==> config.mk <==
export PLATFORM = sky130hd
export DESIGN_NAME = data_mem_access
export DESIGN_NICKNAME = d
export VERILOG_FILES = /design/src/rtl/data_mem_access.sv
export SDC_FILE = /design/constraint.sdc
export NUM_CORES = 1
export LEC_CHECK = 0
export CAP_MARGIN = 30
export CORE_ASPECT_RATIO = 0.5
export CORE_MARGIN = 2
export CORE_UTILIZATION = 40
export DETAILED_ROUTE_END_ITERATION = 8
export PLACE_DENSITY = 0.69
export SLEW_MARGIN = 5
export SYNTH_ARGS = -nofsm -noshare
export SYNTH_HDL_FRONTEND = slang
export SYNTH_SLANG_ARGS = --single-unit
==> constraint.sdc <==
create_clock -name clk -period 2.3 [get_ports clk]
set_input_delay 0.23 -clock clk [delete_from_list [all_inputs] [get_ports clk]]
set_output_delay 0.23 -clock clk [all_outputs]
set_load 0.05 [all_outputs]
==> src/rtl/data_mem_access.sv <==
// Load/store initiator for a data RAM without byte enables: big-endian lane mapping, sign/zero
// extension and read-modify-write for SB/SH. Define UNALIGNED_LWLR_EN to build LWL/LWR support.
module data_mem_access (
    input  logic        clk,
    input  logic        reset_n,
    input  logic        req_valid,
    output logic        req_ready,
    input  logic [3:0]  req_op,
    input  logic [31:0] req_addr,
    input  logic [31:0] req_wdata,
    output logic        resp_valid,
    output logic [31:0] resp_rdata,
    output logic        resp_error,
    output logic [31:0] data_address,
    output logic        data_read,
    output logic        data_write,
    output logic [31:0] data_writedata,
    input  logic [31:0] data_readdata
);
    localparam logic [3:0] OP_LB  = 4'd0;
    localparam logic [3:0] OP_LBU = 4'd1;
    localparam logic [3:0] OP_LH  = 4'd2;
    localparam logic [3:0] OP_LHU = 4'd3;
    localparam logic [3:0] OP_LW  = 4'd4;
    localparam logic [3:0] OP_LWL = 4'd5;
    localparam logic [3:0] OP_LWR = 4'd6;
    localparam logic [3:0] OP_SB  = 4'd8;
    localparam logic [3:0] OP_SH  = 4'd9;
    localparam logic [3:0] OP_SW  = 4'd10;

    typedef enum logic [1:0] {S_IDLE, S_READ, S_WRITE, S_RESP} state_t;

    // Store data already placed in memory lane order, plus which lanes it replaces.
    typedef struct packed {
        logic [3:0]  mask;
        logic [31:0] word;
    } st_t;

    function automatic logic [31:0] bswap32(input logic [31:0] w);
        return {w[7:0], w[15:8], w[23:16], w[31:24]};
    endfunction

    function automatic logic is_legal(input logic [3:0] op, input logic [1:0] off);
        logic ok;
        case (op)
            OP_LB, OP_LBU, OP_SB: ok = 1'b1;
            OP_LH, OP_LHU, OP_SH: ok = ~off[0];
            OP_LW, OP_SW:         ok = (off == 2'b00);
`ifdef UNALIGNED_LWLR_EN
            OP_LWL, OP_LWR:       ok = 1'b1;
`endif
            default:              ok = 1'b0;
        endcase
        return ok;
    endfunction

    function automatic logic is_subword_store(input logic [3:0] op);
        return (op == OP_SB) || (op == OP_SH);
    endfunction

    function automatic logic [31:0] load_result(input logic [3:0] op, input logic [1:0] off,
                                                input logic [31:0] rd);
        logic [4:0]        bsel;
        logic [4:0]        hsel_hi;
        logic [4:0]        hsel_lo;
        logic signed [7:0]  b;
        logic signed [15:0] h;
        logic [31:0]       res;
        bsel    = {off, 3'b000};
        hsel_hi = {off[1], 4'b0000};
        hsel_lo = {off[1], 4'b1000};
        b = rd[bsel +: 8];
        // The lower-addressed lane is the more significant byte of a halfword.
        h = {rd[hsel_hi +: 8], rd[hsel_lo +: 8]};
        case (op)
            OP_LB:   res = 32'(b);
            OP_LBU:  res = {24'd0, b};
            OP_LH:   res = 32'(h);
            OP_LHU:  res = {16'd0, h};
            OP_LW:   res = bswap32(rd);
            default: res = 32'd0;
        endcase
        return res;
    endfunction

`ifdef UNALIGNED_LWLR_EN
    function automatic logic [31:0] lwl_merge(input logic [1:0] off, input logic [31:0] lw,
                                              input logic [31:0] rt);
        logic [4:0]  sh;
        logic [31:0] keep;
        sh   = {off, 3'b000};
        keep = ~(32'hFFFF_FFFF << sh);
        return (lw << sh) | (rt & keep);
    endfunction

    function automatic logic [31:0] lwr_merge(input logic [1:0] off, input logic [31:0] lw,
                                              input logic [31:0] rt);
        logic [4:0]  sh;
        logic [31:0] keep;
        sh   = 5'd24 - {off, 3'b000};
        keep = ~(32'hFFFF_FFFF >> sh);
        return (lw >> sh) | (rt & keep);
    endfunction
`endif

    function automatic st_t store_lanes(input logic [3:0] op, input logic [1:0] off,
                                        input logic [31:0] wd);
        st_t st;
        st.mask = 4'd0;
        st.word = 32'd0;
        case (op)
            OP_SB: begin
                st.mask[off]                  = 1'b1;
                st.word[{off, 3'b000} +: 8]   = wd[7:0];
            end
            OP_SH: begin
                st.mask[{off[1], 1'b0}]       = 1'b1;
                st.mask[{off[1], 1'b1}]       = 1'b1;
                st.word[{off[1], 4'b0000} +: 8] = wd[15:8];
                st.word[{off[1], 4'b1000} +: 8] = wd[7:0];
            end
            OP_SW: begin
                st.mask = 4'hF;
                st.word = bswap32(wd);
            end
            default: begin
                st.mask = 4'd0;
                st.word = 32'd0;
            end
        endcase
        return st;
    endfunction

    function automatic logic [31:0] merge_word(input logic [31:0] rd, input st_t st);
        logic [31:0] m;
        m = {{8{st.mask[3]}}, {8{st.mask[2]}}, {8{st.mask[1]}}, {8{st.mask[0]}}};
        return (rd & ~m) | (st.word & m);
    endfunction

    state_t      state_q;
    logic        req_ready_q;
    logic        resp_valid_q;
    logic [31:0] resp_rdata_q;
    logic        resp_error_q;
    logic [31:0] data_address_q;
    logic        data_read_q;
    logic        data_write_q;
    logic [31:0] data_writedata_q;

    logic [3:0]  op_q;
    logic [1:0]  off_q;
    st_t         st_q;
`ifdef UNALIGNED_LWLR_EN
    logic [31:0] rt_q;
`endif

    logic        accept;
    logic        legal_d;
    st_t         st_d;
    logic [31:0] load_d;
    logic [31:0] merge_d;

    assign accept = req_valid && req_ready_q;

    always_comb begin
        legal_d = is_legal(req_op, req_addr[1:0]);
        st_d    = store_lanes(req_op, req_addr[1:0], req_wdata);
        merge_d = merge_word(data_readdata, st_q);
        load_d  = load_result(op_q, off_q, data_readdata);
`ifdef UNALIGNED_LWLR_EN
        if (op_q == OP_LWL) begin
            load_d = lwl_merge(off_q, bswap32(data_readdata), rt_q);
        end else if (op_q == OP_LWR) begin
            load_d = lwr_merge(off_q, bswap32(data_readdata), rt_q);
        end
`endif
    end

    // Request payload needs no reset: it is only consulted after an accept.
    always_ff @(posedge clk) begin
        if (accept) begin
            op_q  <= req_op;
            off_q <= req_addr[1:0];
            st_q  <= st_d;
`ifdef UNALIGNED_LWLR_EN
            rt_q  <= req_wdata;
`endif
        end
    end

    always_ff @(posedge clk or negedge reset_n) begin
        if (!reset_n) begin
            state_q          <= S_IDLE;
            req_ready_q      <= 1'b1;
            resp_valid_q     <= 1'b0;
            resp_rdata_q     <= 32'd0;
            resp_error_q     <= 1'b0;
            data_address_q   <= 32'd0;
            data_read_q      <= 1'b0;
            data_write_q     <= 1'b0;
            data_writedata_q <= 32'd0;
        end else begin
            case (state_q)
                S_IDLE: begin
                    if (accept) begin
                        req_ready_q <= 1'b0;
                        if (!legal_d) begin
                            state_q      <= S_RESP;
                            resp_valid_q <= 1'b1;
                            resp_error_q <= 1'b1;
                        end else if (req_op == OP_SW) begin
                            state_q          <= S_WRITE;
                            data_write_q     <= 1'b1;
                            data_address_q   <= {req_addr[31:2], 2'b00};
                            data_writedata_q <= st_d.word;
                        end else begin
                            state_q        <= S_READ;
                            data_read_q    <= 1'b1;
                            data_address_q <= {req_addr[31:2], 2'b00};
                        end
                    end
                end
                S_READ: begin
                    data_read_q <= 1'b0;
                    if (is_subword_store(op_q)) begin
                        state_q          <= S_WRITE;
                        data_write_q     <= 1'b1;
                        data_writedata_q <= merge_d;
                    end else begin
                        state_q        <= S_RESP;
                        resp_valid_q   <= 1'b1;
                        resp_rdata_q   <= load_d;
                        data_address_q <= 32'd0;
                    end
                end
                S_WRITE: begin
                    state_q          <= S_RESP;
                    data_write_q     <= 1'b0;
                    data_writedata_q <= 32'd0;
                    data_address_q   <= 32'd0;
                    resp_valid_q     <= 1'b1;
                end
                S_RESP: begin
                    state_q      <= S_IDLE;
                    resp_valid_q <= 1'b0;
                    resp_rdata_q <= 32'd0;
                    resp_error_q <= 1'b0;
                    req_ready_q  <= 1'b1;
                end
                default: begin
                    state_q <= S_IDLE;
                end
            endcase
        end
    end

    assign req_ready      = req_ready_q;
    assign resp_valid     = resp_valid_q;
    assign resp_rdata     = resp_rdata_q;
    assign resp_error     = resp_error_q;
    assign data_address   = data_address_q;
    assign data_read      = data_read_q;
    assign data_write     = data_write_q;
    assign data_writedata = data_writedata_q;

endmodule

Word level (Yosys, flattened, before mapping)
Cells that the tools add are included.
{"block": "word_totals", "regBits": 145, "out_inout_bits": 101, "wordCells": 127}
{"block": "classes", "muxes": 42, "bitwise": 8, "shifts": 9, "add_sub_neg": 3, "n_lt_le_gt_ge": 6, "reduce_logical": 23, "eq_ne": 23}
{"op": "32-bit 2-to-1 mux", "n": 8}
{"op": "32-bit one-hot mux with 3 select lines", "n": 2}
{"op": "32-bit one-hot mux with 5 select lines", "n": 1}
{"op": "32-bit bitwise AND", "n": 4}
{"op": "36-bit one-hot mux with 3 select lines", "n": 1}
{"op": "8-bit by 7-bit variable shift with 32-bit output (first input constant)", "n": 3}
{"op": "32-bit by 6-bit indexed part select with 8-bit output", "n": 3}
{"op": "8-bit by 7-bit indexed part select with 32-bit output", "n": 3}
{"op": "32-bit one-hot mux with 2 select lines", "n": 1}
{"op": "32-bit bitwise mux", "n": 1}
{"op": "32-bit NOT", "n": 1}
{"op": "32-bit OR", "n": 1}
{"op": "5-bit negator with 7-bit output", "n": 3}
{"op": "4-bit == test (second input constant)", "n": 5}
{"op": "4-bit by 2-bit == test with 1-bit output (second input constant)", "n": 4}
{"op": "1-bit 2-to-1 mux", "n": 15}
{"op": "2-bit inequality test (second input constant)", "n": 7}
{"op": "2-bit by 3-bit < comparator with 1-bit output (second input constant)", "n": 3}
{"op": "4-bit by 1-bit == test with 1-bit output (second input constant)", "n": 2}
{"op": "4-bit by 3-bit == test with 1-bit output (second input constant)", "n": 2}
{"op": "4-bit logical NOT", "n": 2}
{"op": "2-bit one-hot mux with 4 select lines", "n": 1}
{"op": "4-bit AND reduction", "n": 2}
{"op": "2-bit by 1-bit >= comparator with 1-bit output (second input constant)", "n": 3}
{"op": "20 further kinds", "n": 36}

Depth between registers and ports, before layout
{"block": "logic_depth", "word_depth": 10, "mapped_depth": 9, "ltp_nobuf": 6}

Worst setup path after synthesis
No wires, ideal clock.
{"block": "synth_timing", "path_kind": "register to register", "startpoint": "register req_ready_q (netlist: req_ready)", "endpoint": "register resp_valid_q (netlist: resp_valid)", "path_slack_ps": -102, "t_arrival_ps": 2314, "path_stages_with_launch": 6, "path_buffers": 0, "path_cell_list": "dfstp_2 > nand2_1 > inv_1 > o21a_1 > o221ai_1 > nor3b_1"}
{"block": "synth_between", "elab_chain_len": 3}
{"item": "from (decl)", "line_no": "141", "source": "logic req_ready_q;"}
{"item": "from (signal assigned)", "line_no": "194", "source": "req_ready_q <= 1'b1;"}
{"item": "from (signal assigned)", "line_no": "206", "source": "req_ready_q <= 1'b0;"}
{"item": "from (signal assigned)", "line_no": "248", "source": "req_ready_q <= 1'b1;"}
{"item": "1-bit logical AND", "line_no": "163", "source": "assign accept = req_valid && req_ready_q;"}
{"item": "net accept", "line_no": "157", "source": "logic accept;"}
{"item": "2-bit inequality test (no source line)"}
{"item": "3-bit AND reduction (no source line)"}
{"item": "to (signal assigned)", "line_no": "195", "source": "resp_valid_q <= 1'b0;"}
{"item": "to (signal assigned)", "line_no": "209", "source": "resp_valid_q <= 1'b1;"}
{"item": "to (signal assigned)", "line_no": "231", "source": "resp_valid_q <= 1'b1;"}
{"item": "to (decl)", "line_no": "142", "source": "logic resp_valid_q;"}
The timed path passes the listed nets, and every way through them passes these cells.
A chain may end at the register's enable or synchronous reset.

Worst setup path in the final report
{"block": "layout_timing", "startpoint": "register state_q[0]", "endpoint": "register data_writedata_q[24] (netlist: data_writedata[24])"}
{"block": "layout_between", "elab_chain_len": 3, "elab_cells_between_ends": 10, "classes_between": "eq/ne (6); mux (1); reduce/logical (3)"}
{"item": "from (decl)", "line_no": "140", "source": "state_t state_q;"}
{"item": "from (signal assigned)", "line_no": "193", "source": "state_q <= S_IDLE;"}
{"item": "from (signal assigned)", "line_no": "208", "source": "state_q <= S_RESP;"}
{"item": "from (signal assigned)", "line_no": "212", "source": "state_q <= S_WRITE;"}
{"item": "2-bit by 1-bit == test with 1-bit output, or another cell as far along", "line_no": "203", "source": "case (state_q)"}
{"item": "2-bit inequality test (no source line) or 3-bit nonzero test (tied branches)"}
{"item": "5-bit AND reduction (no source line)"}
{"item": "to (signal assigned)", "line_no": "215", "source": "data_writedata_q <= st_d.word;"}
{"item": "to (signal assigned)", "line_no": "228", "source": "data_writedata_q <= merge_d;"}
{"item": "to (decl)", "line_no": "148", "source": "logic [31:0] data_writedata_q;"}
Several ways; a longest one is shown, not always the timed one.

==> impl_metrics.yaml <==
setup_path:
  worstPathRequired_ns: 2.59
  cp_slowest_cell: "dfrtp_1"
  crit_top_cell: "buf_4"
  path_max_fanout: 18
  r2r_start: "state_q[0]$_DFFE_PN0N_"
  rr_worst_depth: 8
  r2r_slack_ns: 0.11
  start_kind: "flip-flop"
  endpoint_kind: "flip-flop"
  worstSetupPathType: "reg -> reg"
  cp.arrival_ns: 2.47
  path_cells: "inv_1 -> ha_1 -> nand3_1 -> o41ai_4 -> and2_0 -> buf_4 -> buf_4 -> a31oi_1"
  cpPeakStageDelay_ns: 0.41
  startpoint: "state_q[0]$_DFFE_PN0N_"
power_and_ir_drop:
  p_leak_nw: 4.58
  p_comb_share_pct: 49.4
  p_sw_mw: 5.74
  vdd_drop_max_mv: 0.714
  seq_power_share_pct: 28.8
  p_per_area_nw_per_um2: 1160
  clkPwrFrac_pct: 21.7
  cellInternalPower_mw: 7.23
  p_sw_share_pct: 44.2
synthesis:
  ys_async_sr_fraction_pct: 70.6
  ys_seq_elements: 143
  synth-main-ff-cell: "dfrtp_1"
  ys_types: 65
  synth-edff-count: 42
  ys_seq_area_share_pct: 48.7
  yosysWarnings: 0
  netlist_instances: 763
  syn_avg_cell_area_sq_um: 10.2
  syn-cell-area_sq_um: 7780
detailed_routing:
  wl_per_cell_um: 21.0
  vias_per_cell: 5.81
  routed_wl_um: 26600
  top_layer: "met4"
  drc: 0
  antenna_left: 0
  wl_met3_um: 2520
  firstDrtPassIters: 5
  m1WireLength_um: 11600
  drt_iter0_drc: 708
  vias: 7384
  routed-wl-met2_um: 12000
final_layout:
  fillers: 1648
  n_antenna_cell: 0
  drive_gt1_share_pct: 14.9
  fin_cells: 1270
  nets: 1105
  syn_to_final_growth_pct: 43.4
  fin_area_sq_um: 11200
floorplan:
  die_area_sq_um: 20700
  die_x_um: 201
  die_h_um: 103
  rows: 36
  start_util_pct: 40.4
  pin_count: 204
  core-area_sq_um: 19300
global_route:
  grt_pass1_wl_um: 40600
  antenna_found_initial: 1
  overflow: 0
  grt_max_degree: 44
  grt_pass1_vias: 7110
  grt_use_total_pct: 25.6
flow_run:
  drv_cap: 0
timing:
  fin_skew_ns: 0.00947
  hold_viol_final: 0
  slew_viol_final: 0
  fin_crit_ns: 2.19
  setup_tns_ns: 0
  finalCritPeriodShare_pct: 95.1
  max_freq_mhz: 457
  timing.slew.headroom_pct: 52.6
  setup_viol: 0
  worst_pin_slew_ns: 0.711
placed_design:
  place_area_sq_um: 10500
  hpwl_um: 19700
  gp_congestion: 0.970
  port_buffers: 201
  dp.cells: 1237
clock_network:
  post_cts_buffers: 0
  clkLatencyLatePin_ns: 0.43
  root_buffer: "clkbuf_16"
  htree_levels: 4
  cts_tree: "done"
  cts_sinks: 143
  clk_pin_slew_ns: 0.06
  cts-buffers-inserted: 17
  ctsLongestPathBuffers: 2
run_status:
  outcome: "complete, no violations"
min_path:
  hold_path_class: "in -> async"
-- synthesized netlist by cell type, types with 4 or more instances --
cell type / count / area, sq um
ha_1: 11 / 138
edfxtp_1: 42 / 1260
o221ai_1: 9 / 78.8
mux2_2: 25 / 282
and3_1: 4 / 25.0
o32ai_1: 5 / 43.8
nor2_1: 31 / 116
a21oi_1: 77 / 385
a221oi_1: 8 / 70.1
dfrtp_1: 100 / 2500
mux2i_1: 24 / 240
or2_2: 5 / 31.3
o21ai_0: 41 / 205
clkbuf_1: 53 / 199
a21boi_0: 7 / 52.6
a31oi_1: 18 / 113
nand2b_1: 6 / 37.5
and2_1: 10 / 62.6
nor3_1: 4 / 20.0
nor4b_1: 7 / 61.3
nor2b_1: 11 / 68.8
a221o_1: 42 / 420
a22o_1: 42 / 368
nor3b_1: 4 / 30.0
nand2_1: 76 / 285
a32oi_1: 8 / 70.1
buf_2: 7 / 35.0
buf_1: 4 / 15.0
inv_1: 28 / 105
nand3_1: 4 / 20.0
-- per-layer routing --
layer,vias to the layer above,global-route usage (%)
met5,-,0
met4,0,8.48
met3,45,5.31
met2,400,40.9
met1,3587,35.4
li1,3352,-
-- metrics by stage --
step	setup WS (ns)	util, %	power [mW]	hold slack, ns
after floorplan	0.0628	-	7.68	-0.0656
after global placement	-0.274	54.6	10.0	0.295
after detailed placement	-0.324	54.6	10.1	0.298
after CTS	0.111	57.8	12.9	0.401
after global routing	-0.00530	57.9	13.6	0.414
final	0.113	57.9	13.0	0.389
-- critical path: cells and delay by family, from the launching register on --
family          cells  cell delay (ns)
compound gates      2             0.44
buf+inv             3             0.53
flops               1             0.41
fa+ha+maj           1             0.20
simple gates        2             0.45
-- repair_timing --
action | in CTS | in global routing
resized for setup | 0 | 2
hold buffers | 1 | 0
hold endpoints to repair | 41 | 0
setup endpoints to repair | 0 | 29
-- flip-flops by register name, summed over array words and instances (netlist names), 2 cells and up --
name            flops
data_address       30
data_writedata     32
off_q               2
op_q                4
resp_rdata         32
st_q               36
state_q             2
-- power groups by stage --
stage / Clock [mW] / Combinational [mW] / Sequential (mW)
floorplan: 0 / 2.56 / 5.12
global route: 2.94 / 6.83 / 3.81
finish: 2.82 / 6.41 / 3.74
detailed placement: 0 / 6.33 / 3.78
global placement: 0 / 6.25 / 3.78
CTS: 2.83 / 6.35 / 3.74
-- logic make-up after synthesis --
logic type	share of synthesized area, %
compound gates	25.6
fa+ha+maj	1.77
buf+inv	4.74
flops	48.7
mux	6.99
other cells	0.0482
simple gates	12.2
-- worst paths after layout --
kind                                                  end
setup / recovery           data_writedata[24]$_DFFE_PN0P_
hold / removal                  resp_rdata[5]$_DFFE_PN0P_
setup reg to reg           data_writedata[24]$_DFFE_PN0P_
hold reg to reg                resp_rdata[15]$_DFFE_PN0P_
max in group asynchronous           req_ready$_DFFE_PN1P_
min in group clk              data_address[6]$_DFFE_PN0P_
-- placed cells by master (no fill, tap or decap), drive strengths merged, types with 4 or more instances in the layout --
cell type,n
o32ai,5
mux2i,24
a22o,42
clkbuf,23
clkinv,6
or2,6
mux2,25
nand3,4
dfrtp,100
a21oi,77
edfxtp,42
o21ai,42
and3,4
nor3b,5
and2,12
nor2,31
nand2b,6
a32oi,8
ha,11
buf,73
nor2b,11
a21boi,7
a221oi,8
nand2,76
inv,29
nor4b,8
o221ai,9
nor3,4
a221o,42
clkdlybuf4s50,200
a31oi,18
-- area by class of cell --
class / count / area [sq um] / area share, %
sequential: 143 / 3790 / 33.9
inverter: 28 / 109 / 0.975
clock buffer: 23 / 542 / 4.85
clock inverter: 9 / 67.6 / 0.605
timing repair buffer: 274 / 2640 / 23.6
multi-input combinational: 527 / 3680 / 33.0
tap: 266 / 333 / 2.98
Power figures use the tool's default switching activity.
